$ cat config.mk
export PLATFORM = sky130hd
export DESIGN_NAME = axi_rw_arbiter_flat
export DESIGN_NICKNAME = d
export VERILOG_FILES = /design/src/rtl/axi_rw_arb_if.sv /design/src/rtl/axi_rw_arbiter.sv /design/src/flat_wrapper.sv
export SDC_FILE = /design/constraint.sdc
export NUM_CORES = 1
export LEC_CHECK = 0
export ABC_AREA = 1
export BUFFER_PORTS_ARGS = -buffer_cell sky130_fd_sc_hd__buf_4
export CORE_MARGIN = 1.5
export CORE_UTILIZATION = 55
export CTS_BUF_LIST = sky130_fd_sc_hd__clkbuf_8
export DETAILED_ROUTE_END_ITERATION = 10
export PLACE_DENSITY = 0.85
export SLEW_MARGIN = 20
export SYNTH_ARGS = -nofsm -noshare
export SYNTH_HDL_FRONTEND = slang
export SYNTH_SLANG_ARGS = --single-unit
$ cat constraint.sdc
create_clock -name ACLK -period 3.04 [get_ports ACLK]
set_input_delay 0.152 -clock ACLK [delete_from_list [all_inputs] [get_ports ACLK]]
set_output_delay 0.152 -clock ACLK [all_outputs]
set_load 0.03 [all_outputs]
$ cat src/rtl/axi_rw_arb_if.sv
// Request/done/grant bundle between the AXI slave's burst engines and the RAM-port arbiter.
// The master side is the pair of burst engines; the slave side is the arbiter.
interface axi_rw_arb_if #(
  parameter int CNT_W = 16
);
  logic             wr_req;
  logic             wr_done;
  logic             rd_req;
  logic             rd_done;
  logic             wr_gnt;
  logic             rd_gnt;
  logic             timeout_err;
  logic [CNT_W-1:0] wr_gnt_cnt;
  logic [CNT_W-1:0] rd_gnt_cnt;

  modport slave (
    input  wr_req, wr_done, rd_req, rd_done,
    output wr_gnt, rd_gnt, timeout_err, wr_gnt_cnt, rd_gnt_cnt
  );

  modport master (
    output wr_req, wr_done, rd_req, rd_done,
    input  wr_gnt, rd_gnt, timeout_err, wr_gnt_cnt, rd_gnt_cnt
  );
endinterface

$ cat src/rtl/axi_rw_arbiter.sv
// Whole-burst round-robin arbiter for the frame-buffer RAM port shared by the write and
// read burst engines, with a watchdog that forcibly releases an over-long grant.
module axi_rw_arbiter #(
  parameter int TIMEOUT_CYCLES = 1023,
  parameter int TO_W           = 10,
  parameter int CNT_W          = 16,
  parameter bit WR_FIRST       = 1'b1
) (
  input  logic         ACLK,
  input  logic         ARESETN,
  axi_rw_arb_if.slave  bus
);

  // One-hot-style encoding so each grant is a direct flop bit.
  typedef enum logic [1:0] {
    IDLE   = 2'b00,
    WR_OWN = 2'b01,
    RD_OWN = 2'b10
  } state_e;

  localparam logic [TO_W-1:0] WD_LIMIT = TO_W'(TIMEOUT_CYCLES - 1);

  state_e           state, state_nxt;
  logic             last_wr;
  logic [TO_W-1:0]  wd;
  logic [CNT_W-1:0] wr_cnt, rd_cnt;
  logic             timeout_q;

  logic owner_done, wd_expire, releasing, wr_cand, rd_cand, entering;
  state_e pick;

  // State register.
  // NOTE: sequential state uses non-blocking (<=) so every flop samples pre-edge values.
  always_ff @(posedge ACLK or negedge ARESETN) begin
    if (!ARESETN) state <= IDLE;
    else          state <= state_nxt;
  end

  // Next-state logic. The owner's own request is masked so it must re-arbitrate.
  // NOTE: every always_comb output gets a default first, so no latch can be inferred.
  always_comb begin
    owner_done = ((state == WR_OWN) && bus.wr_done) || ((state == RD_OWN) && bus.rd_done);
    wd_expire  = (state != IDLE) && (wd == WD_LIMIT);
    releasing  = owner_done || wd_expire;
    wr_cand    = bus.wr_req && (state != WR_OWN);
    rd_cand    = bus.rd_req && (state != RD_OWN);

    if (wr_cand && rd_cand) pick = last_wr ? RD_OWN : WR_OWN;
    else if (wr_cand)       pick = WR_OWN;
    else if (rd_cand)       pick = RD_OWN;
    else                    pick = IDLE;

    state_nxt = state;
    if ((state == IDLE) || releasing) state_nxt = pick;
    entering = (state_nxt != state) && (state_nxt != IDLE);
  end

  // Watchdog, round-robin pointer, grant counters and timeout pulse.
  always_ff @(posedge ACLK or negedge ARESETN) begin
    if (!ARESETN) begin
      wd        <= '0;
      last_wr   <= !WR_FIRST;
      wr_cnt    <= '0;
      rd_cnt    <= '0;
      timeout_q <= 1'b0;
    end else begin
      timeout_q <= wd_expire && !owner_done;
      if (state_nxt != state) wd <= '0;
      else if (state != IDLE) wd <= wd + 1'b1;
      if (entering) begin
        last_wr <= (state_nxt == WR_OWN);
        if (state_nxt == WR_OWN && wr_cnt != '1) wr_cnt <= wr_cnt + 1'b1;
        if (state_nxt == RD_OWN && rd_cnt != '1) rd_cnt <= rd_cnt + 1'b1;
      end
    end
  end

  // Output decode.
  always_comb begin
    bus.wr_gnt      = (state == WR_OWN);
    bus.rd_gnt      = (state == RD_OWN);
    bus.timeout_err = timeout_q;
    bus.wr_gnt_cnt  = wr_cnt;
    bus.rd_gnt_cnt  = rd_cnt;
  end

endmodule

$ cat src/flat_wrapper.sv
// flat-port wrapper written by rule: the top's interface ports become plain ports
module axi_rw_arbiter_flat 
#(
  parameter int TIMEOUT_CYCLES = 1023,
  parameter int TO_W           = 10,
  parameter int CNT_W          = 16,
  parameter bit WR_FIRST       = 1'b1
)
  (ACLK, ARESETN, bus_wr_req, bus_wr_done, bus_rd_req, bus_rd_done, bus_wr_gnt, bus_rd_gnt, bus_timeout_err, bus_wr_gnt_cnt, bus_rd_gnt_cnt);
  axi_rw_arb_if #(.CNT_W(CNT_W)) bus_i ();
  input  logic ACLK;
  input  logic ARESETN;
  input wire logic [$bits(bus_i.wr_req)-1:0] bus_wr_req;
  input wire logic [$bits(bus_i.wr_done)-1:0] bus_wr_done;
  input wire logic [$bits(bus_i.rd_req)-1:0] bus_rd_req;
  input wire logic [$bits(bus_i.rd_done)-1:0] bus_rd_done;
  output wire logic [$bits(bus_i.wr_gnt)-1:0] bus_wr_gnt;
  output wire logic [$bits(bus_i.rd_gnt)-1:0] bus_rd_gnt;
  output wire logic [$bits(bus_i.timeout_err)-1:0] bus_timeout_err;
  output wire logic [$bits(bus_i.wr_gnt_cnt)-1:0] bus_wr_gnt_cnt;
  output wire logic [$bits(bus_i.rd_gnt_cnt)-1:0] bus_rd_gnt_cnt;
  assign bus_i.wr_req = bus_wr_req;
  assign bus_i.wr_done = bus_wr_done;
  assign bus_i.rd_req = bus_rd_req;
  assign bus_i.rd_done = bus_rd_done;
  assign bus_wr_gnt = bus_i.wr_gnt;
  assign bus_rd_gnt = bus_i.rd_gnt;
  assign bus_timeout_err = bus_i.timeout_err;
  assign bus_wr_gnt_cnt = bus_i.wr_gnt_cnt;
  assign bus_rd_gnt_cnt = bus_i.rd_gnt_cnt;
  axi_rw_arbiter #(.TIMEOUT_CYCLES(TIMEOUT_CYCLES), .TO_W(TO_W), .CNT_W(CNT_W), .WR_FIRST(WR_FIRST)) u_core (.ACLK(ACLK), .ARESETN(ARESETN), .bus(bus_i));
endmodule
Word-level counts from Yosys, hierarchy flattened
Index checks and enable logic that the tools add are counted.

Add/sub/neg operators: 3. Equality and inequality tests: 10. Muxes and demuxes: 7. Reductions and logical operators: 20.

Operator list (number): 16-bit by 1-bit adder with 16-bit output (second input constant) (2); 16-bit != test (second input constant) (2); 10-bit two-way mux (2); 10-bit by 1-bit adder with 10-bit output (second input constant) (1); 10-bit == test (second input constant) (1); 1-bit logical AND (10); 2-bit two-way mux (5); 2-bit nonzero test (3); 2-bit by 1-bit == test with 1-bit output (second input constant) (2); 2-bit == test (second input constant) (2); 2-bit AND reduction (2); 1-bit logical OR (3); 2-bit zero test (1); 2-bit by 1-bit != test with 1-bit output (second input constant) (1); 2-bit != test (1); 2-bit != test (second input constant) (1); 1-bit zero test (1).

Flip-flop bits (word level): 46. Output and inout bits: 35. Word-level logic and storage cells: 46.

Longest topological paths before layout
Depth after elaboration: 9. Mapped depth: 15. Mapped depth without buffers: 13.

Least setup slack after synthesis
Ideal clock, no wire load.

Kind: register to register. From: register u_core.state[0]. To: register u_core.rd_cnt[13] (netlist: u_core.bus.rd_gnt_cnt[13]). Library setup time: 0.118 ns. Arrival time: 1.905 ns. Setup slack: 1.017 ns. Stages on the path, launching flop included: 14. Clock period less this slack: 2.023 ns. Path through: dfrtp_1 buf_4 inv_1 nor2_1 nor2_1 o21ai_1 inv_1 nand2_4 nand3_2 nor2_4 nand2_4 buf_6 nand2_1 nand2_1.

Word-level cells in the longest chain between the ends: 9.

Ends and longest elaborated chain: start, declared (line axi_rw_arbiter.sv:23) `state_e state, state_nxt;`; start signal, assigned (line axi_rw_arbiter.sv:36) `else state <= state_nxt;`; 2-bit by 1-bit == test with 1-bit output *; via bus_wr_gnt (line flat_wrapper.sv:17) `output wire logic [$bits(bus_i.wr_gnt)-1:0] bus_wr_gnt;`; 1-bit logical AND * (line axi_rw_arbiter.sv:42) `owner_done = ((state == WR_OWN) && bus.wr_done) || ((state == RD_OWN) && bus.rd_done);`; 1-bit logical OR * (line axi_rw_arbiter.sv:42); 1-bit logical OR * (line axi_rw_arbiter.sv:44) `releasing = owner_done || wd_expire;`; 1-bit logical OR * (line axi_rw_arbiter.sv:54) `if ((state == IDLE) || releasing) state_nxt = pick;`; 2-bit two-way mux * (line axi_rw_arbiter.sv:54); 2-bit == test (tied with other cells) (line axi_rw_arbiter.sv:73) `if (state_nxt == RD_OWN && rd_cnt != '1) rd_cnt <= rd_cnt + 1'b1;`; 1-bit logical AND, on equally long branches (line axi_rw_arbiter.sv:73, axi_rw_arbiter.sv:55); 2-bit AND reduction (no line) *; end signal, assigned (line axi_rw_arbiter.sv:73); end, declared (line axi_rw_arbiter.sv:26) `logic [CNT_W-1:0] wr_cnt, rd_cnt;`.

Mark *: on every way through the listed nets, which the timed path passes. The rest lies on a longest branch. A chain may end at the register's enable or synchronous reset.

Final worst setup path
From: register u_core.wd[0]. To: register u_core.wr_cnt[10] (netlist: u_core.bus.wr_gnt_cnt[10]).

Word-level cells in the longest chain between the ends: 8.

Ends and longest elaborated chain: start, declared (line axi_rw_arbiter.sv:25) `logic [TO_W-1:0] wd;`; start signal, assigned (line axi_rw_arbiter.sv:69) `else if (state != IDLE) wd <= wd + 1'b1;`; 10-bit == test * (line axi_rw_arbiter.sv:43) `wd_expire = (state != IDLE) && (wd == WD_LIMIT);`; 1-bit logical AND * (line axi_rw_arbiter.sv:43); 1-bit logical OR * (line axi_rw_arbiter.sv:44); 1-bit logical OR * (line axi_rw_arbiter.sv:54); 2-bit two-way mux * (line axi_rw_arbiter.sv:54); 2-bit by 1-bit == test with 1-bit output (tied with other cells) (line axi_rw_arbiter.sv:72) `if (state_nxt == WR_OWN && wr_cnt != '1) wr_cnt <= wr_cnt + 1'b1;`; 1-bit logical AND, on equally long branches (line axi_rw_arbiter.sv:72, axi_rw_arbiter.sv:55); 2-bit AND reduction (no line) *; end signal, assigned (line axi_rw_arbiter.sv:72); end, declared (line axi_rw_arbiter.sv:26).

Every way passes the cells marked *; elsewhere a longest branch is shown, timed or not.

==> metrics.md <==
| Metric | Value |
|---|---|
| Top Ports | 41 |
| Critical path buffers and inverters | 2 |
| Placement Rows | 26 |
| Placer Congestion | ~0.9 |
| Pwr Density | between 700 and 800 nW/um2 |
| TritonCTS buffer count | 5 |
| Fillers | between 400 and 500 |
| Worst setup margin | between 0.7 and 0.8 ns |
| Max-slew violations | 0 |
| # hold bufs at CTS | 1 |
| Max-slew headroom | 0.621 |
| RSZ-0062 raised after global routing | no |
| Final hold violations | 0 |
| Finished Core Util | 0.654 |
| Mapped Cells | about 370 |
| Static Leak | between 1.5 and 2 nW |
| Cell area after synthesis | ~2900 um2 |
| Fin crit share | 0.769 |
| FF-to-FF Start | u_core.wd[0] |
| HPWL after DPL | just over 4000 um |
| Reg2Reg Depth | 13 |
| Vias in the first global route | ~2200 |
| Yosys reg bits | 46 |
| Routed via count | ~2400 |
| Initial Util | 0.566 |
| GRT Total Usage | 0.224 |
| Share of cells above drive strength 1 | 0.172 |
| Post-CTS resize count | 0 |
| DRC violations left | 0 |
| Area growth syn-to-layout | 15.5% |
| Die width | 75.0 um |
| Ant diodes | 0 |
| CTS clk-pin slew, worst paths | 0.09 ns |
| Clock power frac | 0.183 |
| Crit path kind | flip-flop to flip-flop |
| Detailed router's first-iteration violation count | 144 |
| Synth top area cells | dfrtp_1 40%, nand2_1 14%, nand3_1 10% |
| Crit path from | u_core.wd[0] |
| Dominant synthesized flop cell | dfrtp_1 |
| Min cycle time layout | 2.34 ns |
| Hold endpoint | u_core.bus.timeout_err |
| Crit path cell chain | inv_1 > ha_1 > nand3_1 > nor2_1 > nand3_2 > nand2_4 > nand3_1 > nand2_1 > inv_1 > nand2_4 > nand2_4 > nand2_1 > nand2_1 |
| Clock latency on the worst-skew pair | roughly 0.31 ns |
| Sw Ratio | 0.489 |
| Crit path max-delay family | simple AND/OR/NAND/NOR gates |
| Initial antenna violation count | 0 |
| Setup Skew | about 0.013 ns |
| P_sw | 0.00122 W |
| Reg2reg end | u_core.bus.wr_gnt_cnt[10] |
| Clk buf depth | 2 |
| # Max-Cap Violations | 0 |
| First-pass DRT Iterations | 4 |
| CP Capture Type | flip-flop |
| Synth Warn # | 0 |
| Core footprint | slightly above 5000 um2 |
| Logic pwr share | 0.494 |
| Fraction of registers with async set/reset | 1.00 |
| Hold path cells | 4 |
| Largest net degree at the start of global routing | 47 |
| Detailed-route wire length | ~6000 um |
| Internal power component | 0.00128 W |
| Status | finished clean |
| Worst-Margin Slew | around 0.57 ns |
| Routed WL per cell | approximately 12 um |
| Die ar. | 5630 um2 |
| Port Buffers | 40 |
| Worst reg2reg setup slack | 0.70 ns |
| Place WS | a little under 0.8 ns |
| Crit path launch type | flip-flop |
| Seq/Total Area, Yosys | 0.404 |
| Top cell type's share of synthesized area | 0.404 |
| Syn Nets | ~380 |
| Slowest CP cell | dfrtp_1 |
| Fmax | approximately 430 MHz |
| Crit-path max cell delay | about 0.42 ns |
| Synth Area per Inst | ~7.8 um2 |
| Vias/cell | between 5 and 6 |
| Final nets | between 400 and 500 |
| Cell variety after synth | 24 |
| CTS root buf | clkbuf_8 |
| First-pass GRT wire length | ~10000 um |
| CTS tree | done |
| Startpoint of the worst hold path | bus_rd_done |
| CTS sink cnt | 46 |
| CP Max Fanout | 45 |
| Post-CTS Setup Repair Bufs | 0 |
| Hold crit path type | input port to flip-flop |
| Routed Antenna Nets | 0 |
| Post-synth EDFFs | 0 |
| Die height | 75.0 um |
| Flop pwr share | 0.323 |
| Setup TNS | 0 ns |
| Endpoints failing setup | 0 |
| Post-synth top area cell | dfrtp_1 |
| H-Tree Depth | 2 |
| Critical Path RT | between 3 and 4 ns |
| DP Area | 3180 um2 |
| Post-Layout Inst Area | about 3300 um2 |
| WP data arrival | roughly 2.5 ns |
| Total grt overflow | 0 |
| Maximum vdd drop | between 0.3 and 0.4 mV |
per-layer routing:
metal,vias to the layer above,routed length [um],track usage
met5,-,0,0
met4,0,77,0.0707
met3,7,251,0.0469
met2,60,2820,0.364
met1,1142,2780,0.303
li1,1235,-,-
metrics by stage:
step | hold WS [ns] | std cells | total power [W]
floorplan | -0.144 | 368 | 0.00185
detailed placement | 0.191 | 469 | 0.00204
finish | 0.180 | 478 | 0.00250
CTS | 0.186 | 478 | 0.00249
global route | 0.189 | 478 | 0.00266
global placement | 0.187 | 469 | 0.00200
worst min-delay path: cells and delay by family:
| kind | cells | cell delay, ns |
|---|---|---|
| buffers and inverters | 1 | 0.08 |
| AND/OR/NAND/NOR | 3 | 0.23 |
flip-flops by register name (all words and copies together), names as in the netlist:
signal	count
u_core.bus.rd_gnt_cnt	16
u_core.bus.wr_gnt_cnt	16
u_core.wd	10
u_core.state	2
u_core.bus.timeout_err	1
u_core.last_wr	1
cells in the final DEF (no fill, tap or decap), types with 2 or more instances in the layout:
cell type	n
buf_4	40
clkbuf_8	5
dfrtp_1	46
ha_1	4
inv_1	36
nand2_1	105
nand2_2	3
nand2_4	7
nand3_1	58
nand3_2	3
nand4_1	6
nor2_1	37
nor2_4	4
nor3_1	5
nor3_2	4
nor4_1	2
o21ai_1	2
xnor2_1	11
xor2_1	23
logic make-up after synthesis:
kind of cell / share of synthesized area
simple gates: 0.399
flops: 0.404
buf+inv: 0.0702
xor+xnor: 0.104
fa+ha+maj: 0.0175
compound gates: 0.00526
worst max-delay path by stage:
stage                                     end  slack (ns)  depth (start not counted)
floorplan           u_core.bus.rd_gnt_cnt[13]        1.02                         13
global placement    u_core.bus.rd_gnt_cnt[12]        0.91                         13
detailed placement   u_core.bus.wr_gnt_cnt[5]        0.79                         13
CTS                 u_core.bus.rd_gnt_cnt[12]        0.75                         13
global route         u_core.bus.rd_gnt_cnt[2]        0.52                         13
finish              u_core.bus.wr_gnt_cnt[10]        0.70                         13
synth_stat cells, types with 2 or more instances:
| cell type | instances |
|---|---|
| buf_6 | 2 |
| nor2_1 | 37 |
| buf_2 | 4 |
| nor3_2 | 4 |
| nor2_4 | 4 |
| ha_1 | 4 |
| nor3_1 | 5 |
| nand3_1 | 58 |
| nand3_2 | 3 |
| nand2_2 | 3 |
| nand2_4 | 7 |
| xnor2_1 | 11 |
| inv_1 | 35 |
| o21ai_1 | 2 |
| nand4_1 | 6 |
| dfrtp_1 | 46 |
| nor4_1 | 2 |
| buf_4 | 3 |
| xor2_1 | 23 |
| nand2_1 | 105 |
layout make-up:
cell class	instances	area, um2	area share
clock inverter	3	41.3	0.0125
multi-input combinational	277	1500	0.456
clock buffer	5	68.8	0.0209
tap	70	87.6	0.0266
sequential	46	1150	0.349
timing repair buffer	41	310	0.0942
inverter	36	135	0.0410
power groups by stage:
stage / clock (W) / sequential (W) / combinational [W]
floorplan: 0 / 0.000878 / 0.000969
global placement: 0 / 0.000817 / 0.00119
detailed placement: 0 / 0.000820 / 0.00122
CTS: 0.000456 / 0.000808 / 0.00123
global route: 0.000485 / 0.000822 / 0.00135
finish: 0.000456 / 0.000807 / 0.00123
(Power assumes the default switching activity.)
